[src/rtl/car_alarm_pkg.sv]
// Shared state encoding and counter width for the car alarm controller.
// Optional panic input is enabled by defining CAR_ALARM_PANIC_EN.
package car_alarm_pkg;

   localparam int CNT_W = 16;

   typedef enum logic [2:0] {
      ST_DISARMED = 3'd0,
      ST_ARMING   = 3'd1,
      ST_ARMED    = 3'd2,
      ST_ENTRY    = 3'd3,
      ST_ALARM    = 3'd4
   } state_e;

endpackage

[src/rtl/alarm_timer.sv]
// Loadable down-counter shared by all timed alarm states; holds at zero.
module alarm_timer
   import car_alarm_pkg::*;
(
   input  logic             clk,
   input  logic             rst_n,
   input  logic             load_i,
   input  logic [CNT_W-1:0] load_val_i,
   input  logic             dec_i,
   output logic             zero_o
);

   logic [CNT_W-1:0] cnt_q, cnt_d;

   always_comb begin
      cnt_d = cnt_q;
      if (load_i) begin
         cnt_d = load_val_i;
      end else if (dec_i && (cnt_q != '0)) begin
         cnt_d = cnt_q - CNT_W'(1);
      end
   end

   always_ff @(posedge clk or negedge rst_n) begin
      if (!rst_n) begin
         cnt_q <= '0;
      end else begin
         cnt_q <= cnt_d;
      end
   end

   assign zero_o = (cnt_q == '0);

endmodule

[src/rtl/car_alarm_controller.sv]
// Car alarm FSM with exit/entry delays, siren timer and hazard flasher.
// Define CAR_ALARM_PANIC_EN to add the panic_req input.
module car_alarm_controller
   import car_alarm_pkg::*;
#(
   parameter int EXIT_DLY   = 16,
   parameter int ENTRY_DLY  = 16,
   parameter int SIREN_LEN  = 64,
   parameter int FLASH_HALF = 4
) (
   input  logic       clk,
   input  logic       rst_n,
   input  logic       arm_req,
   input  logic       disarm_req,
   input  logic       door_open,
   input  logic       ignition_on,
   input  logic       lights_on,
`ifdef CAR_ALARM_PANIC_EN
   input  logic       panic_req,
`endif
   output logic       siren,
   output logic       lights_flash,
   output logic       armed,
   output logic       lights_warn,
   output logic [2:0] state_o
);

   localparam logic [CNT_W-1:0] EXIT_LD  = CNT_W'(EXIT_DLY - 1);
   localparam logic [CNT_W-1:0] ENTRY_LD = CNT_W'(ENTRY_DLY - 1);
   localparam logic [CNT_W-1:0] SIREN_LD = CNT_W'(SIREN_LEN - 1);
   localparam logic [CNT_W-1:0] FLASH_LD = CNT_W'(FLASH_HALF - 1);

   state_e           state_q, state_d;
   logic             ld, dec, tmr_zero;
   logic [CNT_W-1:0] ld_val;
   logic [CNT_W-1:0] div_q, div_d;
   logic             ph_q, ph_d;
   logic             siren_q, flash_q, armed_q, warn_q;
`ifdef CAR_ALARM_PANIC_EN
   logic             from_dis_q, from_dis_d;
`endif

   alarm_timer u_timer (
      .clk       (clk),
      .rst_n     (rst_n),
      .load_i    (ld),
      .load_val_i(ld_val),
      .dec_i     (dec),
      .zero_o    (tmr_zero)
   );

   assign dec = (state_q == ST_ARMING) || (state_q == ST_ENTRY) || (state_q == ST_ALARM);

   // Disarm outranks everything; panic (when built in) outranks the normal flow.
   always_comb begin
      state_d = state_q;
      ld      = 1'b0;
      ld_val  = '0;
`ifdef CAR_ALARM_PANIC_EN
      from_dis_d = from_dis_q;
`endif
      if (disarm_req) begin
         state_d = ST_DISARMED;
`ifdef CAR_ALARM_PANIC_EN
         from_dis_d = 1'b0;
      end else if (panic_req) begin
         state_d = ST_ALARM;
         ld      = 1'b1;
         ld_val  = SIREN_LD;
         if (state_q != ST_ALARM) from_dis_d = (state_q == ST_DISARMED);
`endif
      end else begin
         case (state_q)
            ST_DISARMED: begin
               if (arm_req && !ignition_on) begin
                  state_d = ST_ARMING;
                  ld      = 1'b1;
                  ld_val  = EXIT_LD;
               end
            end
            ST_ARMING: begin
               if (door_open) begin
                  ld     = 1'b1;
                  ld_val = EXIT_LD;
               end else if (tmr_zero) begin
                  state_d = ST_ARMED;
               end
            end
            ST_ARMED: begin
               if (ignition_on) begin
                  state_d = ST_ALARM;
                  ld      = 1'b1;
                  ld_val  = SIREN_LD;
               end else if (door_open) begin
                  state_d = ST_ENTRY;
                  ld      = 1'b1;
                  ld_val  = ENTRY_LD;
               end
            end
            ST_ENTRY: begin
               if (ignition_on || tmr_zero) begin
                  state_d = ST_ALARM;
                  ld      = 1'b1;
                  ld_val  = SIREN_LD;
               end
            end
            ST_ALARM: begin
               if (tmr_zero) begin
`ifdef CAR_ALARM_PANIC_EN
                  state_d    = from_dis_q ? ST_DISARMED : ST_ARMED;
                  from_dis_d = 1'b0;
`else
                  state_d = ST_ARMED;
`endif
               end
            end
            default: state_d = ST_DISARMED;
         endcase
      end
   end

   // Flash phase restarts on every ALARM entry so the first lit half is full length.
   always_comb begin
      div_d = '0;
      ph_d  = 1'b0;
      if (state_q == ST_ALARM) begin
         if (div_q == FLASH_LD) begin
            div_d = '0;
            ph_d  = ~ph_q;
         end else begin
            div_d = div_q + CNT_W'(1);
            ph_d  = ph_q;
         end
      end
   end

   always_ff @(posedge clk or negedge rst_n) begin
      if (!rst_n) begin
         state_q <= ST_DISARMED;
         div_q   <= '0;
         ph_q    <= 1'b0;
         siren_q <= 1'b0;
         flash_q <= 1'b0;
         armed_q <= 1'b0;
         warn_q  <= 1'b0;
      end else begin
         state_q <= state_d;
         div_q   <= div_d;
         ph_q    <= ph_d;
         siren_q <= (state_q == ST_ALARM);
         flash_q <= (state_q == ST_ALARM) && !ph_q;
         armed_q <= (state_q == ST_ARMED) || (state_q == ST_ENTRY);
         warn_q  <= lights_on && door_open && !ignition_on;
      end
   end

`ifdef CAR_ALARM_PANIC_EN
   always_ff @(posedge clk or negedge rst_n) begin
      if (!rst_n) begin
         from_dis_q <= 1'b0;
      end else begin
         from_dis_q <= from_dis_d;
      end
   end
`endif

   assign siren        = siren_q;
   assign lights_flash = flash_q;
   assign armed        = armed_q;
   assign lights_warn  = warn_q;
   assign state_o      = state_q;

endmodule

[config.mk]
export PLATFORM = sky130hd
export DESIGN_NAME = car_alarm_controller
export DESIGN_NICKNAME = d
export VERILOG_FILES = /design/src/rtl/car_alarm_pkg.sv /design/src/rtl/alarm_timer.sv /design/src/rtl/car_alarm_controller.sv
export SDC_FILE = /design/constraint.sdc
export NUM_CORES = 1
export LEC_CHECK = 0
export BUFFER_PORTS_ARGS = -buffer_cell sky130_fd_sc_hd__buf_2
export CORE_ASPECT_RATIO = 1.75
export CORE_UTILIZATION = 40
export CTS_CLUSTER_DIAMETER = 80
export CTS_CLUSTER_SIZE = 12
export DETAILED_ROUTE_END_ITERATION = 8
export PLACE_DENSITY = 0.58
export SLEW_MARGIN = 30
export SYNTH_ARGS = -nofsm -noshare
export SYNTH_HDL_FRONTEND = slang
export SYNTH_SLANG_ARGS = --single-unit
[constraint.sdc]
create_clock -name clk -period 4 [get_ports clk]
set_input_delay 0.4 -clock clk [delete_from_list [all_inputs] [get_ports clk]]
set_output_delay 0.4 -clock clk [all_outputs]
set_load 0.01 [all_outputs]
* Yosys cells after proc, flatten, opt, wreduce, memory -nomap -nowiden
Cells that the tools add are included.
** Storage, ports and cells
- Flip-flop bits (word level) :: 40
- Word-level logic and storage cells :: 63
** Cells by class
- $add $sub $neg :: 2
- Equality and inequality tests :: 10
- Mux-type cells :: 26
- Bitwise gates (word level) :: 1
- Reductions and logical operators :: 16
** Operators by type and width (number)
- $mux W16 :: 4
- $pmux W6 S4 :: 1
- $mux W3 :: 7
- $mux W6 :: 3
- $add A16 B1 Y16 const B :: 1
- $eq A16 B2 Y1 const B :: 1
- $logic_not A16 Y1 :: 1
- $reduce_bool A16 Y1 :: 1
- $sub A16 B1 Y16 const B :: 1
- $pmux W3 S5 :: 1
- $mux W4 :: 2
- $mux W1 :: 7
- $eq A3 B2 Y1 const B :: 2
- $ne A3 B3 Y1 const B :: 2
- $logic_and A1 B1 Y1 :: 5
- $logic_or A1 B1 Y1 :: 4
- $ne A4 B4 Y1 const B :: 1
- $pmux W1 S4 :: 1
- $reduce_and A4 Y1 :: 1
- $eq A3 B1 Y1 const B :: 1
- $eq A3 B3 Y1 const B :: 1
- $logic_not A3 Y1 :: 1
- $ne A3 B2 Y1 const B :: 1
- $logic_not A1 Y1 :: 2
- 3 further kinds :: 3

* Longest topological paths before layout
Gate-level depths: netlist of run 1.
- Depth in word-level cells :: 6
- Mapped depth :: 8
- Gate-level depth less buffers :: 7

* Modules after synthesis
From an unflattened synthesis of run 1, not the netlist that was laid out.
** Unflattened totals
- Cells, all modules :: 252
- Area total of the unflattened synthesis :: 2321.0 um2
** Modules (own cells, without submodules)
- car_alarm_controller :: times used 1, cells an instance 128, area each 1257.5 um2, seq. area each 600.6 um2
- alarm_timer :: times used 1, cells an instance 124, area each 1063.5 um2, seq. area each 400.4 um2

* Least setup slack after synthesis of run 1
OpenSTA, ideal clock, no wires.
- Path type :: register -> register
- From :: reg u_timer.cnt_q[0]
- To :: reg state_q[0] (netlist: state_o[0])
- Setup time :: 86 ps
- Arrival time :: 1658 ps
- Required time :: 3914 ps
- Slack :: 2256 ps
- Cell stages (with the launch flop) :: 9
- Cells stage by stage :: dfrtp_1 -> inv_1 -> ha_1 -> nor4b_2 -> and4_1 -> buf_4 -> and2_4 -> o32a_1 -> nor3_1
** Between the ends
- Word-level cells in the longest chain between the ends :: 5
- Elaborated cells on any way between the ends :: 8
- Classes of those cells :: eq/ne: 1; mux: 4; reduce/logical: 3
** RTL lines
- from (decl) :: line alarm_timer.sv:13 : logic [CNT_W-1:0] cnt_q, cnt_d;
- from (signal assigned) :: line alarm_timer.sv:28 : cnt_q <= cnt_d;
- $logic_not A16 Y1 (*) :: line alarm_timer.sv:32 : assign zero_o = (cnt_q == '0);
- $mux W3 (2 in a row)
- $pmux W3 S5
- $mux W3
- to (signal assigned) :: line car_alarm_controller.sv:147 : state_q <= state_d;
- to (decl) :: line car_alarm_controller.sv:33 : state_e state_q, state_d;
Mark *: on every way between the ends. The rest lies on a longest branch, timed or not. The select of a mux whose other input is x is not followed.
A chain may end at the register's enable or synchronous reset.

* Final worst setup path of run 1
- From :: reg u_timer.cnt_q[0]
- To :: reg u_timer.cnt_q[4]
** Between the ends
- Word-level cells in the longest chain between the ends :: 6
- Elaborated cells on any way between the ends :: 14
- Classes of those cells :: add/sub: 1; mux: 8; reduce/logical: 5
** RTL lines
- branches (longest 6 deep; another with $sub A16 B1 Y16)
Parallel ways; which one is timed is not known. The select of a mux whose other input is x is not followed.

==> results of run 1 <==
through the flow:
step / instances / instance area, sq um
floorplan: 201 / 2090
global placement: 264 / 2200
detailed placement: 264 / 2200
CTS: 272 / 2320
global route: 272 / 2320
finish: 272 / 2320
cells in the final DEF (no fill, tap or decap), types with 2 or more instances in the layout:
cell type	n
buf_2	12
a2111oi_2	2
o21ai_0	4
nor2_2	3
o41ai_1	2
nand2_1	9
nor4b_2	2
and4_1	3
dfrtp_1	40
inv_1	4
or3_1	3
nor2_1	31
nand3_1	6
mux2i_1	2
nor2b_1	4
o21ai_2	2
clkbuf_8	7
xor2_1	13
xnor2_1	15
nor3_1	6
a21oi_1	2
ha_1	3
and3_1	8
nand4_1	4
nand2b_1	3
nor4_1	7
kinds of logic after synthesis:
| family | count (synthesis) | share of synthesized area (%) |
|---|---|---|
| and+or+nand+nor | 98 | 26.8 |
| DFF | 40 | 47.8 |
| xor gates and xnor gates | 28 | 11.7 |
| AOI/OAI and AO/OA | 21 | 8.55 |
| buffers and inverters | 9 | 2.33 |
| adders and majority gates | 3 | 1.79 |
| muxes | 2 | 0.956 |
path summary, 6_finish.rpt:
check                                         to  slack, ns              from  depth (start not counted)
max in group asynchronous       u_timer.cnt_q[2]       3.58             rst_n                          1
min in group clk                      state_o[1]       0.32        disarm_req                          2
worst max-delay path            u_timer.cnt_q[4]       1.53  u_timer.cnt_q[0]                          7
worst min register to register      lights_flash       0.44              ph_q                          1
worst min-delay path                   div_q[11]       0.07             rst_n                          1
worst max register to register  u_timer.cnt_q[4]       1.53  u_timer.cnt_q[0]                          7
power by group:
group          internal (uW)  switching, uW  leakage, uW
registers                420           18.2     0.000542
logic                   29.0           43.3     0.000450
clock network            220            134    0.0000645
total                    669            195      0.00106
state kept, by name (all words and copies together) (netlist names):
register,count
ph_q,1
armed,1
siren,1
lights_flash,1
div_q,16
state_o,3
u_timer.cnt_q,16
lights_warn,1
routing by layer:
metal | part of all wire, % | vias to the layer above | track usage (%)
li1 | - | 738 | -
met1 | 39 | 729 | 17.3
met2 | 58 | 17 | 31.6
met3 | 1.8 | 7 | 2.80
met4 | 2.0 | 0 | 7.88
met5 | 0 | - | 0
cell type report:
type / instances / area, sq um / area share (%)
clock buffers: 7 / 96.3 / 4.14
clock inverters: 1 / 30.0 / 1.29
inverters: 5 / 18.8 / 0.807
multi-input cells: 152 / 1040 / 44.9
flip-flops and latches: 40 / 1000 / 43.1
well taps: 54 / 67.6 / 2.91
repair buffers: 13 / 67.6 / 2.91
==> run metrics, run 1 <==
largest net degree at the start of global routing=41; Mapped Area=2090 sq um; worst-margin pin slew=0.632 ns; Avg WL per Cell=15.3 microns; Yosys reg bits=40; Vias=1491; CP arrival=2.68 ns; Yosys top cell area share=47.8%; post-route antenna net violation count=0; RSZ-0062 raised after global routing=no; hold_ws=0.0737 ns; # resized after CTS=0; Largest delay share family, worst path=simple AND/OR/NAND/NOR gates; detailed placer's ending HPWL=3070 microns; count leader, synth=dfrtp_1; DRC Markers=0; Clock Pin Slew Worst Setup and Hold Paths=0.07 ns; PortBufs=13; GRT Overall Usage=16.8%; DR vias/cell=5.48; peak supply drop=0.000274 V; Yosys top cell by area=dfrtp_1; Initial DRC Count=47; crit path buf inv count=1; CP Capture Type=flip-flop; final worst path period share=61.8%; Crit-path slowest cell=nor2_2; syn_area_per_cell=10.4 sq um; Routed WL=4170 microns; num ports=14; Hold Violations, Final=0; Antenna diodes=0; async set-or-reset flop fraction in the synthesized netlist=100%; Die X=56.7 microns; CTS tree=built; Area contributors post-synth=dfrtp_1 (48%), xnor2_1 (6.3%), nor2_1 (5.6%); Startpoint Class=flip-flop; TritonCTS Buffers=5; Min-Delay Path Class=in -> async; Setup Skew=0.00829 ns; Overall Power=864 uW; sequential-to-total area share from yosys stat=47.8%; WS Path Type=reg -> reg; Cell variety after synth=46; syn nets=211; Max Fclk=405 MHz; minimum clock period=2.47 ns; fin util=46.3%; TNS Setup=0 ns; critical-path cell list=inv_1, ha_1, nor4b_2, and4_1, nor3_2, nor2_2, mux2i_1; synthesis-to-layout area growth=11.1%; post-CTS setup buffer count=0; Worst path max stage delay=0.52 ns; top cells by count, synth=dfrtp_1 (40), nor2_1 (31), xnor2_1 (15); Mapped Cells=201; Initial Util=41.7%; Max-cap violations=0; Main synth FF type=dfrtp_1; CTS Buffer Depth=2; routability cong.=0.787; global route total overflow=0; Clock Tree Root=clkbuf_8; clock tree sinks=40; fillers=497; vias in the first global route=1574; # H-tree levels=2; Final setup viols=0; Leakage=0.00106 uW; Cell Rows=34; Syn. warnings=0; Post-synth EDFFs=0; die height=97.7 microns; pwr dens=372 nW/um^2; first-pass GRT wire length=7170 microns; initial antenna violation count=0; pre-CTS WS=1.53 ns; Slew Limit Fails=0; final worst setup slack=1.53 ns; Rel. slew slack=57.8%; share of cells above drive strength 1=18.3%; critical path fanouts, max=13; total core area=5020 sq um; Pre-antenna DRT Iters=4; Crit path required time=4.21 ns; final net count=227; die area=5540 sq um; Worst-Skew Late Latency=0.29 ns; status=completed; CTS Hold Bufs=0
Power figures use the tool's default switching activity.
==> run 2: changes to the inputs <==
--- a/config.mk
+++ b/config.mk
@@ -5,13 +5,14 @@
 export SDC_FILE = /design/constraint.sdc
 export NUM_CORES = 1
 export LEC_CHECK = 0
+export ABC_AREA = 1
 export BUFFER_PORTS_ARGS = -buffer_cell sky130_fd_sc_hd__buf_2
 export CORE_ASPECT_RATIO = 1.75
 export CORE_UTILIZATION = 40
 export CTS_CLUSTER_DIAMETER = 80
 export CTS_CLUSTER_SIZE = 12
 export DETAILED_ROUTE_END_ITERATION = 8
-export PLACE_DENSITY = 0.58
+export PLACE_DENSITY = 0.57
 export SLEW_MARGIN = 30
 export SYNTH_ARGS = -nofsm -noshare
 export SYNTH_HDL_FRONTEND = slang
==> constraint.sdc (replaced) <==
create_clock -name clk -period 2.3 [get_ports clk]
set_input_delay 0.23 -clock clk [delete_from_list [all_inputs] [get_ports clk]]
set_output_delay 0.23 -clock clk [all_outputs]
set_load 0.01 [all_outputs]
==> run 2 against run 1 <==
  * Global-route usage rose by 0.50 points
  * First-iteration DRC count up 4.3%
  * Design area grew 12%
  * Critical path depth increased by 3
  * Worst hold slack improved by 0.038 ns
  * Combinational power increased to 8.9 times the previous value
  * Non-clock buffer count grew 1
  * Fmax up 36%
  * Sequential cell count stayed put
  * Setup slack got worse by 1.0 ns
  * Clock skew grew 0.00060 ns
  * Critical path type unchanged
  * Largest cell class unchanged
  * Largest power group unchanged
  * Highest routed layer unchanged
==> run metrics, run 2 <==
status=completed; leading cell types in the layout, fill and taps excluded=nand2_1 (59), nor2_1 (48), dfrtp_1 (40); share of cells above drive strength 1=18.7% (+0.38 points); PortBufs=13 (unchanged); clock tree sinks=40 (unchanged); num ports=14 (unchanged); Min-Delay Path Class=in -> reg; # resized after CTS=0 (unchanged); Clock Pin Slew Worst Setup and Hold Paths=0.09 ns (+0.02 ns); final net count=324 (+43%); pwr dens=889 nW/um^2 (+140%); minimum clock period=1.81 ns (-0.658 ns); CP Capture Type=flip-flop; Startpoint Class=flip-flop; die area=6050 sq um (+9.3%); Overall Power=2310 uW (+170%); Yosys top cell by area=dfrtp_1; Reg2Reg Depth=10 (+3); Rel. slew slack=65.0% (+7.2 points); hold_ws=0.112 ns (+0.0380 ns); Mapped Cells=295 (+47%); commonest non-fill, non-tap cell in the layout=nand2_1; Yosys reg bits=40 (unchanged); pre-CTS WS=0.495 ns (-1.03 ns); TritonCTS Buffers=5 (unchanged); Vias=1861 (+25%); post-route antenna net violation count=0 (unchanged); CTS tree=built; sequential-to-total area share from yosys stat=43.6% (-4.2 points); Slew Limit Fails=0 (unchanged); detailed placer's ending HPWL=3690 microns (+20%); Crit path required time=2.47 ns (-1.74 ns); async set-or-reset flop fraction in the synthesized netlist=100% (unchanged); worst-margin pin slew=0.524 ns (-0.108 ns); Crit. Startpoint=u_timer.cnt_q[0]; vias in the first global route=1776 (+13%); crit path buf inv count=2 (+1); Routed WL=4740 microns (+14%); global route total overflow=0 (unchanged); Max-cap violations=0 (unchanged); WS Path Type=reg -> reg; top cells by count, synth=nand2_1 (59), nor2_1 (48), dfrtp_1 (40); routability cong.=0.801 (+1.8%); Initial DRC Count=49 (+4.3%); met3 global-route usage=3.04% (+0.24 points); Hold Violations, Final=0 (unchanged); DR vias/cell=4.76 (-13%); Pre-antenna DRT Iters=6 (+2); Leakage=0.00129 uW (+23%); largest net degree at the start of global routing=41 (unchanged); CTS Buffer Depth=2 (unchanged); RR Startpoint=u_timer.cnt_q[0]; Setup Skew=0.00889 ns (+0.000603 ns); Mapped Area=2290 sq um (+9.6%); DRC Markers=0 (unchanged); final worst setup slack=0.487 ns (-1.04 ns); CP arrival=1.98 ns (-0.70 ns); end point of the critical path=u_timer.cnt_q[12]; initial antenna violation count=0 (unchanged); Yosys top cell area share=43.6% (-4.2 points); Avg WL per Cell=12.1 microns (-21%); Antenna diodes=0 (unchanged); post-CTS setup buffer count=0 (unchanged); Cell variety after synth=28 (-39%); synthesis-to-layout area growth=13.5%; Die X=59.2 microns (+4.5%); count leader, synth=nand2_1; critical path fanouts, max=14 (+1); # H-tree levels=2 (unchanged); total core area=5540 sq um (+10%); grt met2 use=34.4% (+2.8 points); Worst-Skew Late Latency=0.29 ns (about the same); R2R Setup Slk=0.49 ns (-1.04 ns); Clock Tree Root=clkbuf_8; Area contributors post-synth=dfrtp_1 (44%), nand2_1 (9.7%), nor2_1 (7.9%); fillers=578 (+16%); GRT Overall Usage=17.3% (+0.50 points); Max Fclk=552 MHz (+36%); Final setup viols=0 (unchanged); Post-synth EDFFs=0 (unchanged); Syn. warnings=0 (unchanged); die height=102 microns (+4.6%); peak supply drop=0.000502 V (+83%); GRT Max-Usage Layer=met2; Main synth FF type=dfrtp_1; CP Depth=10 (+3); Largest delay share family, worst path=simple AND/OR/NAND/NOR gates; Crit-path slowest cell=dfrtp_1; TNS Setup=0 ns (unchanged); worst reg2reg endpoint=u_timer.cnt_q[12]; critical-path cell list=inv_1, ha_1, nand2_1, nor2_2, nand2_2, nand2_2, inv_1, nand3_1, xor2_1, nor2_1; final worst path period share=78.8% (+17 points); Cell Rows=36 (+5.9%); RSZ-0062 raised after global routing=no; syn nets=305 (+45%); first-pass GRT wire length=7790 microns (+8.7%); Initial Util=41.4% (-0.30 points); met1 usage=17.1% (-0.17 points); syn_area_per_cell=7.77 sq um (-25%); Hold Crit Depth=2; Worst path max stage delay=0.40 ns (-0.12 ns)
[run 2: cell type report]
cell class	instances	area (sq um)	area share (%)
clock buffers	5	68.8	2.64
clock inverters	3	90.1	3.46
inverters	40	164	6.30
multi-input cells	213	1110	42.5
flip-flops and latches	40	1000	38.5
well taps	76	95.1	3.65
repair buffers	14	77.6	2.98
[run 2: timing repair]
action	in CTS	in global routing
hold buffers	0	1
endpoints found under the setup margin	0	0
endpoints found under the hold margin	0	40
[run 2: logic make-up (layout without fill, tap and decap cells)]
kind of cell,after synthesis,count (layout),synth area share (%)
flip-flops,40,40,43.6
buffers and inverters,42,62,8.13
adder cells (fa/ha/maj),3,3,1.64
XOR/XNOR,11,11,4.20
AO/OA/AOI/OAI,26,26,6.16
AND/OR/NAND/NOR,173,173,36.2
[run 2: worst min-delay path by stage]
stage / startpoint / end / slack (ns)
final: ignition_on / lights_warn / 0.11
after global routing: ignition_on / lights_warn / 0.09
after CTS: rst_n / div_q[14] / 0.1
after detailed placement: rst_n / div_q[2] / 0.42
after global placement: ignition_on / lights_warn / 0.41
after floorplan: rst_n / armed / -0.07
[run 2: through the flow]
| stage | cell area (sq um) | cells | utilization (%) |
|---|---|---|---|
| 6_report | 2600 | 391 | 47.0 |
| 5_1_grt | 2600 | 391 | 47.0 |
| 4_1_cts | 2590 | 390 | 46.7 |
| 3_5_place_dp | 2430 | 382 | 43.9 |
| 3_3_place_gp | 2430 | 382 | 43.9 |
| 2_1_floorplan | 2290 | 295 | - |
[run 2: layer usage]
metal  up-vias  wire length, microns
met4         0                    31
li1        965                     -
met2        18                  2810
met1       876                  1830
met3         2                    68
met5         -                     0
[run 2: power by group]
| group | switching (uW) | total [uW] | internal, uW |
|---|---|---|---|
| logic | 431 | 645 | 214 |
| registers | 86.7 | 874 | 788 |
| clock network | 252 | 794 | 543 |
